==> config.mk <==
export PLATFORM = sky130hd
export DESIGN_NAME = spi_uart_arbiter
export DESIGN_NICKNAME = d
export VERILOG_FILES = /design/src/rtl/dig_pkg.sv /design/src/rtl/busy_timer.sv /design/src/rtl/spi_uart_arbiter.sv
export SDC_FILE = /design/constraint.sdc
export NUM_CORES = 1
export LEC_CHECK = 0
export CORE_MARGIN = 2
export CORE_UTILIZATION = 52
export CTS_BUF_LIST = sky130_fd_sc_hd__clkbuf_4 sky130_fd_sc_hd__clkbuf_8
export DETAILED_ROUTE_END_ITERATION = 12
export GPL_TIMING_DRIVEN = 0
export PLACE_DENSITY_LB_ADDON = 0.05
export SYNTH_ARGS = -nofsm -noshare
export SYNTH_HDL_FRONTEND = slang
export SYNTH_SLANG_ARGS = --single-unit
==> constraint.sdc <==
create_clock -name clk -period 3.58 [get_ports clk]
set_clock_uncertainty 0.15 [all_clocks]
set_input_delay 0.895 -clock clk [delete_from_list [all_inputs] [get_ports clk]]
set_output_delay 0.895 -clock clk [all_outputs]
set_load 0.01 [all_outputs]
==> src/rtl/dig_pkg.sv <==
// Shared types and default timeout constants for the SPI/UART ownership arbiter.
package dig_pkg;

    typedef enum logic [1:0] {
        IDLE = 2'd0,
        OWN0 = 2'd1,
        OWN1 = 2'd2
    } arb_state_t;

    localparam int unsigned SPI_TO_DEF  = 2048;
    localparam int unsigned UART_TO_DEF = 65536;

endpackage

==> src/rtl/busy_timer.sv <==
// Busy flag with a saturating watchdog counter for one shared peripheral.
import dig_pkg::*;

module busy_timer #(
    parameter int unsigned TO = SPI_TO_DEF
) (
    input  logic clk,
    input  logic rst_n,
    input  logic start,
    input  logic done,
    output logic busy,
    output logic timeout_c
);

    localparam int unsigned CW   = $clog2(TO);
    localparam logic [CW-1:0] TERM = CW'(TO - 1);

    logic          busy_q, busy_d;
    logic [CW-1:0] cnt_q, cnt_d;
    logic          term;

    // A completion on the terminal cycle takes priority over the timeout
    always_comb begin
        busy_d    = busy_q;
        cnt_d     = cnt_q;
        term      = busy_q && (cnt_q == TERM);
        timeout_c = term && !done;
        if (start) begin
            busy_d = 1'b1;
            cnt_d  = '0;
        end else if (busy_q) begin
            if (done || term) begin
                busy_d = 1'b0;
            end
            if (cnt_q != TERM) begin
                cnt_d = cnt_q + CW'(1);
            end
        end
    end

    always_ff @(posedge clk or negedge rst_n) begin
        if (!rst_n) begin
            busy_q <= 1'b0;
            cnt_q  <= '0;
        end else begin
            busy_q <= busy_d;
            cnt_q  <= cnt_d;
        end
    end

    assign busy = busy_q;

endmodule

==> src/rtl/spi_uart_arbiter.sv <==
// Shares the SPI master and UART response path between the command unit (0)
// and the dump sequencer (1) via a round-robin ownership handshake.
import dig_pkg::*;

module spi_uart_arbiter #(
    parameter int unsigned SPI_TO  = SPI_TO_DEF,
    parameter int unsigned UART_TO = UART_TO_DEF
) (
    input  logic        clk,
    input  logic        rst_n,
    input  logic        req0,
    input  logic        req1,
    output logic        gnt0,
    output logic        gnt1,
    input  logic        wrt_SPI0,
    input  logic        wrt_SPI1,
    input  logic [15:0] SPI_data0,
    input  logic [15:0] SPI_data1,
    input  logic [2:0]  ss0,
    input  logic [2:0]  ss1,
    input  logic        send_resp0,
    input  logic        send_resp1,
    input  logic [7:0]  resp_data0,
    input  logic [7:0]  resp_data1,
    output logic        SPI_done0,
    output logic        SPI_done1,
    output logic        resp_sent0,
    output logic        resp_sent1,
    output logic        wrt_SPI,
    output logic [15:0] SPI_data,
    output logic [2:0]  ss,
    input  logic        SPI_done,
    output logic        send_resp,
    output logic [7:0]  resp_data,
    input  logic        resp_sent,
    output logic        spi_busy,
    output logic        uart_busy,
    output logic        proto_err,
    output logic        to_err
);

    arb_state_t  state_q, state_d;
    logic        last_owner_q, last_owner_d;
    logic        gnt0_q, gnt0_d, gnt1_q, gnt1_d;
    logic        wrt_spi_q, wrt_spi_d, send_resp_q, send_resp_d;
    logic [15:0] spi_data_q, spi_data_d;
    logic [2:0]  ss_q, ss_d;
    logic [7:0]  resp_data_q, resp_data_d;
    logic        proto_err_q, proto_err_d, to_err_q, to_err_d;

    logic acc_spi0, acc_spi1, acc_uart0, acc_uart1;
    logic spi_start, uart_start, spi_to_c, uart_to_c;

    busy_timer #(.TO(SPI_TO)) u_spi_timer (
        .clk       (clk),
        .rst_n     (rst_n),
        .start     (spi_start),
        .done      (SPI_done),
        .busy      (spi_busy),
        .timeout_c (spi_to_c)
    );

    busy_timer #(.TO(UART_TO)) u_uart_timer (
        .clk       (clk),
        .rst_n     (rst_n),
        .start     (uart_start),
        .done      (resp_sent),
        .busy      (uart_busy),
        .timeout_c (uart_to_c)
    );

    always_comb begin
        acc_spi0    = wrt_SPI0 && gnt0_q && !spi_busy;
        acc_spi1    = wrt_SPI1 && gnt1_q && !spi_busy;
        acc_uart0   = send_resp0 && gnt0_q && !uart_busy;
        acc_uart1   = send_resp1 && gnt1_q && !uart_busy;
        spi_start   = acc_spi0 || acc_spi1;
        uart_start  = acc_uart0 || acc_uart1;

        state_d      = state_q;
        last_owner_d = last_owner_q;
        spi_data_d   = spi_data_q;
        ss_d         = ss_q;
        resp_data_d  = resp_data_q;
        wrt_spi_d    = spi_start;
        send_resp_d  = uart_start;
        proto_err_d  = (wrt_SPI0 && !acc_spi0) || (wrt_SPI1 && !acc_spi1) ||
                       (send_resp0 && !acc_uart0) || (send_resp1 && !acc_uart1);
        to_err_d     = spi_to_c || uart_to_c;

        // Release waits for both resources and any transfer starting this cycle
        case (state_q)
            IDLE: begin
                if (req0 && req1) begin
                    state_d = last_owner_q ? OWN0 : OWN1;
                end else if (req0) begin
                    state_d = OWN0;
                end else if (req1) begin
                    state_d = OWN1;
                end
            end
            OWN0: begin
                if (!req0 && !spi_busy && !uart_busy && !spi_start && !uart_start) begin
                    state_d      = IDLE;
                    last_owner_d = 1'b0;
                end
            end
            OWN1: begin
                if (!req1 && !spi_busy && !uart_busy && !spi_start && !uart_start) begin
                    state_d      = IDLE;
                    last_owner_d = 1'b1;
                end
            end
            default: state_d = IDLE;
        endcase

        if (acc_spi0) begin
            spi_data_d = SPI_data0;
            ss_d       = ss0;
        end else if (acc_spi1) begin
            spi_data_d = SPI_data1;
            ss_d       = ss1;
        end
        if (acc_uart0) begin
            resp_data_d = resp_data0;
        end else if (acc_uart1) begin
            resp_data_d = resp_data1;
        end

        gnt0_d = (state_d == OWN0);
        gnt1_d = (state_d == OWN1);
    end

    always_ff @(posedge clk or negedge rst_n) begin
        if (!rst_n) begin
            state_q      <= IDLE;
            last_owner_q <= 1'b1;
            gnt0_q       <= 1'b0;
            gnt1_q       <= 1'b0;
            wrt_spi_q    <= 1'b0;
            send_resp_q  <= 1'b0;
            spi_data_q   <= '0;
            ss_q         <= '0;
            resp_data_q  <= '0;
            proto_err_q  <= 1'b0;
            to_err_q     <= 1'b0;
        end else begin
            state_q      <= state_d;
            last_owner_q <= last_owner_d;
            gnt0_q       <= gnt0_d;
            gnt1_q       <= gnt1_d;
            wrt_spi_q    <= wrt_spi_d;
            send_resp_q  <= send_resp_d;
            spi_data_q   <= spi_data_d;
            ss_q         <= ss_d;
            resp_data_q  <= resp_data_d;
            proto_err_q  <= proto_err_d;
            to_err_q     <= to_err_d;
        end
    end

    assign gnt0       = gnt0_q;
    assign gnt1       = gnt1_q;
    assign wrt_SPI    = wrt_spi_q;
    assign SPI_data   = spi_data_q;
    assign ss         = ss_q;
    assign send_resp  = send_resp_q;
    assign resp_data  = resp_data_q;
    assign proto_err  = proto_err_q;
    assign to_err     = to_err_q;

    // Completions are routed combinationally to the current owner only
    assign SPI_done0  = SPI_done  && spi_busy  && (state_q == OWN0);
    assign SPI_done1  = SPI_done  && spi_busy  && (state_q == OWN1);
    assign resp_sent0 = resp_sent && uart_busy && (state_q == OWN0);
    assign resp_sent1 = resp_sent && uart_busy && (state_q == OWN1);

endmodule

==> results.sh, run 1 <==
export IMPL_portBuffers=102
export IMPL_crit_arrival_ns=2.14
export IMPL_netlist_area_mm2=0.00329
export IMPL_final_core_util_pct=76.9
export IMPL_ctsResizeCount=0
export IMPL_yosysMostFrequentCell="dfrtp_1"
export IMPL_path_common_cell="clkdlybuf4s50_1"
export IMPL_yosys_top_cells_count="dfrtp_1, nand2_1, o21ai_0"
export IMPL_r2r_slack_ns=1.46
export IMPL_synth_edf_count=0
export IMPL_cpPeakStageDelay_ns=0.54
export IMPL_path_class="in2out"
export IMPL_syn_inst=327
export IMPL_slowest_stage="clkdlybuf4s50_1"
export IMPL_worstPathRequired_ns=2.53
export IMPL_synth_simple_gate_area_share_pct=20.1
export IMPL_maxCapViolations=0
export IMPL_wl_mm=8.12
export IMPL_syn_nets=393
export IMPL_n_antenna_cell=0
export IMPL_report_final_slew_viol_count=0
export IMPL_max_slew_worst_pin_slew_ns=0.814
export IMPL_wl_per_cell_um=15.6
export IMPL_p_per_area_mw_per_mm2=647
export IMPL_die_h_um=83.6
export IMPL_grt_overflow=0
export IMPL_post_route_drc_count=0
export IMPL_synth_area_leaders="dfrtp_1, mux2i_1, o21ai_0, nand2_1, a21oi_1"
export IMPL_antenna_left=0
export IMPL_crit_path_end_kind="output pin"
export IMPL_fp_row_count=28
export IMPL_fin_tns_setup_ns=0
export IMPL_use_met2_pct=40.1
export IMPL_nets=506
export IMPL_grt_pass1_wl_mm=14.1
export IMPL_fmax_ghz=0.314
export IMPL_viasPerCell=5.71
export IMPL_cts_sinks=65
export IMPL_critical_path_startpoint_type="input pin"
export IMPL_async_flop_share_pct=100
export IMPL_io_pins=103
export IMPL_synth_area_per_cell_um2=10.1
export IMPL_cts_buffer_depth=2
export IMPL_dieArea_mm2=0.00699
export IMPL_dr_pass1_iters=4
export IMPL_hold_viol=0
export IMPL_synthXorXnorAreaFrac_pct=0.532
export IMPL_gr_max_usage_layer="met2"
export IMPL_stdcell_count=520
export IMPL_synth_area_mux_share_pct=9.12
export IMPL_grt_max_degree=66
export IMPL_gr_usage_met1_pct=31.0
export IMPL_ys_warn_count=0
export IMPL_yosys_most_used_dff="dfrtp_1"
export IMPL_start_util_pct=54.7
export IMPL_seq_area_frac_synth_pct=49.4
export IMPL_synth_compound_area_share_pct=16.7
export IMPL_fillers=425
export IMPL_gp_congestion=0.880
export IMPL_root_buffer="clkbuf_8"
export IMPL_yosys_area_top_type_share_pct=48.6
export IMPL_coreArea_mm2=0.00603
export IMPL_ir_drop_mv=0.410
export IMPL_synth_top_family_by_area="simple AND/OR/NAND/NOR gates"
export IMPL_hold_class="reg2reg"
export IMPL_fin_crit_ns=3.19
export IMPL_crit_chain="clkdlybuf4s50_1 -> nand2_1 -> nor2_1 -> clkdlybuf4s50_1"
export IMPL_crit_path_max_fanout=3
export IMPL_clkTransAtPathRegs_ns=0.07
export IMPL_outcome="finished, final reports clean"
export IMPL_drive_above_1_share_pct=8.54
export IMPL_antenna_found_initial=0
export IMPL_multi_input_area_mm2=0.00156
export IMPL_cts_buffers_inserted=9
export IMPL_syn2layout_area_growth_pct=40.7
export IMPL_grt_util_all_layers_pct=24.7
export IMPL_setup_viol=0
export IMPL_dp_hpwl_mm=5.77
export IMPL_die_width_um=83.6
export IMPL_cts_tree="yes"
export IMPL_ys_types=47
export IMPL_vias=2968
export IMPL_drt_initial_drc_count=182
export IMPL_h_tree_depth=3
export IMPL_met3_usage_pct=6.33
export IMPL_cts_hold_buf=0
export IMPL_regArea_mm2=0.00163
export IMPL_synthAdderAreaFrac_pct=0.760
export IMPL_yosys_area_top_type="dfrtp_1"
export IMPL_fin_crit_sh_pct=89.0
export IMPL_leakage_nw=2.13
export IMPL_rsz0062_at_grt="no"
export IMPL_slew_headroom_pct=45.7
export IMPL_grt_pass1_vias=3000
export IMPL_clk_latency_ns=0.34
export IMPL_p_total_mw=3.00
export IMPL_ys_ff_latch=65
export IMPL_postCtsSetupBuffers=0
export IMPL_place_inst=504
## per-layer routing
layer  part of all wire [%]  up-vias
met3                    5.9       21
met5                      0        -
met2                     52       86
li1                       -     1444
met4                    2.6        0
met1                     40     1417
## stage by stage
stage / cell area (µm²) / hold slack [ns] / setup slack [ns]
CTS: 4640 / 0.335 / 0.381
finish: 4640 / 0.329 / 0.393
global route: 4640 / 0.354 / 0.336
detailed placement: 4410 / 0.319 / 0.391
global placement: 4410 / 0.310 / -0.646
floorplan: 3290 / 0.309 / 1.40
## final timing paths
kind / endpoint / startpoint / cells after the start
max: resp_sent1 / resp_sent / 4
min: SPI_data[14] / SPI_data[14] / 2
max reg2reg: u_uart_timer.cnt_q[1] / u_uart_timer.cnt_q[0] / 5
min reg2reg: SPI_data[14] / SPI_data[14] / 2
max in group asynchronous: SPI_data[11] / rst_n / 1
min in group asynchronous: resp_data[4] / rst_n / 1
## critical path: cells and delay by family
| kind | cells | cell delay [ns] |
|---|---|---|
| buffers and inverters | 2 | 1.05 |
| and+or+nand+nor | 2 | 0.20 |
## where the power goes
group / total [mW] / leakage, nW / internal [mW] / switching (mW)
Sequential: 1.13 / 0.838 / 0.962 / 0.170
Clock: 0.712 / 0.105 / 0.412 / 0.300
Combinational: 1.16 / 1.19 / 0.580 / 0.575
Total: 3.00 / 2.13 / 1.95 / 1.05
## cell families (layout without fill, tap and decap cells)
group,after synthesis,in the layout
fa+ha+maj,2,2
mux,30,30
compound gates,89,89
buf+inv,25,143
xor+xnor,2,2
flops,65,65
simple gates,114,114
## cells in the final DEF (no fill, tap or decap), types with 7 or more instances in the layout
master / Yosys / routed
a21oi_1: 14 / 14
nand4_1: 7 / 7
mux2i_1: 30 / 30
clkbuf_1: 9 / 9
o31ai_1: 9 / 9
o21ai_0: 36 / 36
dfrtp_1: 64 / 64
nand3_1: 9 / 9
clkdlybuf4s50_1: 0 / 101
nor2_1: 12 / 12
clkbuf_8: 0 / 10
inv_1: 8 / 8
nand2_1: 45 / 45
a31oi_1: 8 / 8
nor3_1: 7 / 7
## layout make-up
class	instances	share of cell area, %
Multi-Input combinational cell	237	33.5
Sequential cell	65	35.1
Timing Repair Buffer	102	22.0
Clock inverter	6	1.97
Tap cell	75	2.02
Clock buffer	10	2.97
Buffer	17	1.75
Inverter	8	0.648
## sequential cells by signal, indices dropped and copies added (netlist names), 2 cells and up
register,count
resp_data,8
ss,3
state_q,2
SPI_data,16
u_spi_timer.cnt_q,11
u_uart_timer.cnt_q,16
Power figures use the tool's default switching activity.
==> inputs of run 2 (changes only) <==
- RECOVER_POWER: unset -> 25
==> results.sh, run 2 (synthesis gave the netlist of run 1 again) <==
export IMPL_outcome="finished with violations"
export IMPL_violations="max-capacitance violations, max-slew violations"
export IMPL_wl_per_cell_um=15.6
export IMPL_gp_congestion=0.880
export IMPL_vias=2968
export IMPL_stdcell_count=520
export IMPL_cts_sinks=65
export IMPL_cts_hold_buf=0
export IMPL_drive_above_1_share_pct=8.54
export IMPL_report_final_slew_viol_count=66
export IMPL_wl_mm=8.11
export IMPL_syn2layout_area_growth_pct=40.6
export IMPL_cts_buffers_inserted=9
export IMPL_path_buf_inv=2
export IMPL_hold_slack_ns=0.329
export IMPL_coreArea_mm2=0.00603
export IMPL_p_per_area_mw_per_mm2=647
export IMPL_portBuffers=102
export IMPL_max_slew_worst_pin_slew_ns=1.59
export IMPL_fp_row_count=28
export IMPL_setup_viol=0
export IMPL_worstPathRequired_ns=2.53
export IMPL_clkTransAtPathRegs_ns=0.07
export IMPL_fillers=426
export IMPL_hold_viol=0
export IMPL_grt_max_degree=66
export IMPL_dr_pass1_iters=4
export IMPL_path_class="in2out"
export IMPL_leakage_nw=2.13
export IMPL_worst_r2r_path_depth=5
export IMPL_grt_overflow=0
export IMPL_grt_util_all_layers_pct=24.7
export IMPL_path_common_cell="clkdlybuf4s50_1"
export IMPL_ir_drop_mv=0.410
export IMPL_nets=506
export IMPL_min_to="SPI_data[14]"
export IMPL_h_tree_depth=3
export IMPL_maxCapViolations=1
export IMPL_place_inst=504
export IMPL_grt_pass1_vias=3000
export IMPL_cts_tree="yes"
export IMPL_hp_start="SPI_data[14]"
export IMPL_viasPerCell=5.71
export IMPL_crit_path_max_fanout=3
export IMPL_post_route_drc_count=0
export IMPL_io_pins=103
export IMPL_final_cell_mix="clkdlybuf4s50_1, dfrtp_1, nand2_1, o21ai_0, mux2i_1"
export IMPL_p_total_mw=3.00
export IMPL_reg2reg_to="u_uart_timer.cnt_q[1]"
export IMPL_holdPathStages=2
export IMPL_rr_startpoint="u_uart_timer.cnt_q[0]"
export IMPL_drt_initial_drc_count=182
export IMPL_dieArea_mm2=0.00699
export IMPL_n_antenna_cell=0
export IMPL_critical_path_startpoint_type="input pin"
export IMPL_postCtsSetupBuffers=0
export IMPL_slowest_stage="clkdlybuf4s50_1"
export IMPL_hold_class="reg2reg"
export IMPL_cts_buffer_depth=2
export IMPL_regArea_mm2=0.00163
export IMPL_slew_headroom_pct=-6.21
export IMPL_clk_latency_ns=0.34
export IMPL_dp_hpwl_mm=5.77
export IMPL_fin_tns_setup_ns=0
export IMPL_rsz0062_at_grt="no"
export IMPL_cp_depth=4
export IMPL_die_width_um=83.6
export IMPL_multi_input_area_mm2=0.00156
export IMPL_fin_crit_sh_pct=89.0
export IMPL_ctsResizeCount=0
export IMPL_start_util_pct=54.7
export IMPL_antenna_found_initial=0
export IMPL_fmax_ghz=0.314
export IMPL_cpPeakStageDelay_ns=0.54
export IMPL_mostFrequentLayoutCell="clkdlybuf4s50_1"
export IMPL_fin_crit_ns=3.19
export IMPL_antenna_left=0
export IMPL_critical_path_top_delay_family="buffers and inverters"
export IMPL_root_buffer="clkbuf_8"
export IMPL_crit_arrival_ns=2.14
export IMPL_crit_path_end_kind="output pin"
export IMPL_crit_chain="clkdlybuf4s50_1 -> nand2_1 -> nor2_1 -> clkdlybuf4s50_1"
export IMPL_die_h_um=83.6
export IMPL_r2r_slack_ns=1.46
export IMPL_grt_pass1_wl_mm=14.1
[run 2: changes by cell type in the layout (fill, tap and decap cells not counted), sizes merged]
cell    change
clkbuf      +1
buf         -1
[run 2: final cells by class]
| cell class | instances | area share, % |
|---|---|---|
| tap | 75 | 2.03 |
| buffer | 17 | 1.76 |
| clock buffer | 10 | 2.97 |
| multi-input combinational | 237 | 33.6 |
| sequential | 65 | 35.1 |
| timing repair buffer | 102 | 21.9 |
| clock inverter | 6 | 1.97 |
| inverter | 8 | 0.648 |
[run 2: tightest hold or removal path: cells and delay by family, from the launching register on]
family / cells / cell delay (ns)
AO/OA/AOI/OAI: 1 / 0.06
flip-flops: 1 / 0.34
AND/OR/NAND/NOR: 1 / 0.04
[run 2: per-stage QoR]
step	utilization (%)	area (µm²)	worst slack, ns
floorplan	-	3290	1.40
global placement	73.2	4410	-0.646
detailed placement	73.1	4410	0.391
CTS	76.9	4640	0.381
global route	76.9	4630	0.336
finish	76.9	4630	0.393
[run 2: metal layers]
metal	track usage, %	part of all wire [%]
met5	0	0
met2	40.1	52
met3	6.33	5.9
met4	11.0	2.6
met1	31.0	40
[run 2: how the worst max path moves through the flow]
stage | from | to | slack (ns)
3_5_place_dp | resp_sent | resp_sent1 | 0.39
4_1_cts | SPI_done | SPI_done0 | 0.38
6_report | resp_sent | resp_sent1 | 0.39
3_3_place_gp | rst_n | SPI_data[7] | -0.65
2_1_floorplan | SPI_done | SPI_done0 | 1.40
5_1_grt | SPI_done | SPI_done0 | 0.34
[run 2: power breakdown]
group	internal, mW	switching (mW)	leakage, nW
Combinational	0.580	0.575	1.19
Clock	0.412	0.300	0.105
Sequential	0.963	0.170	0.838
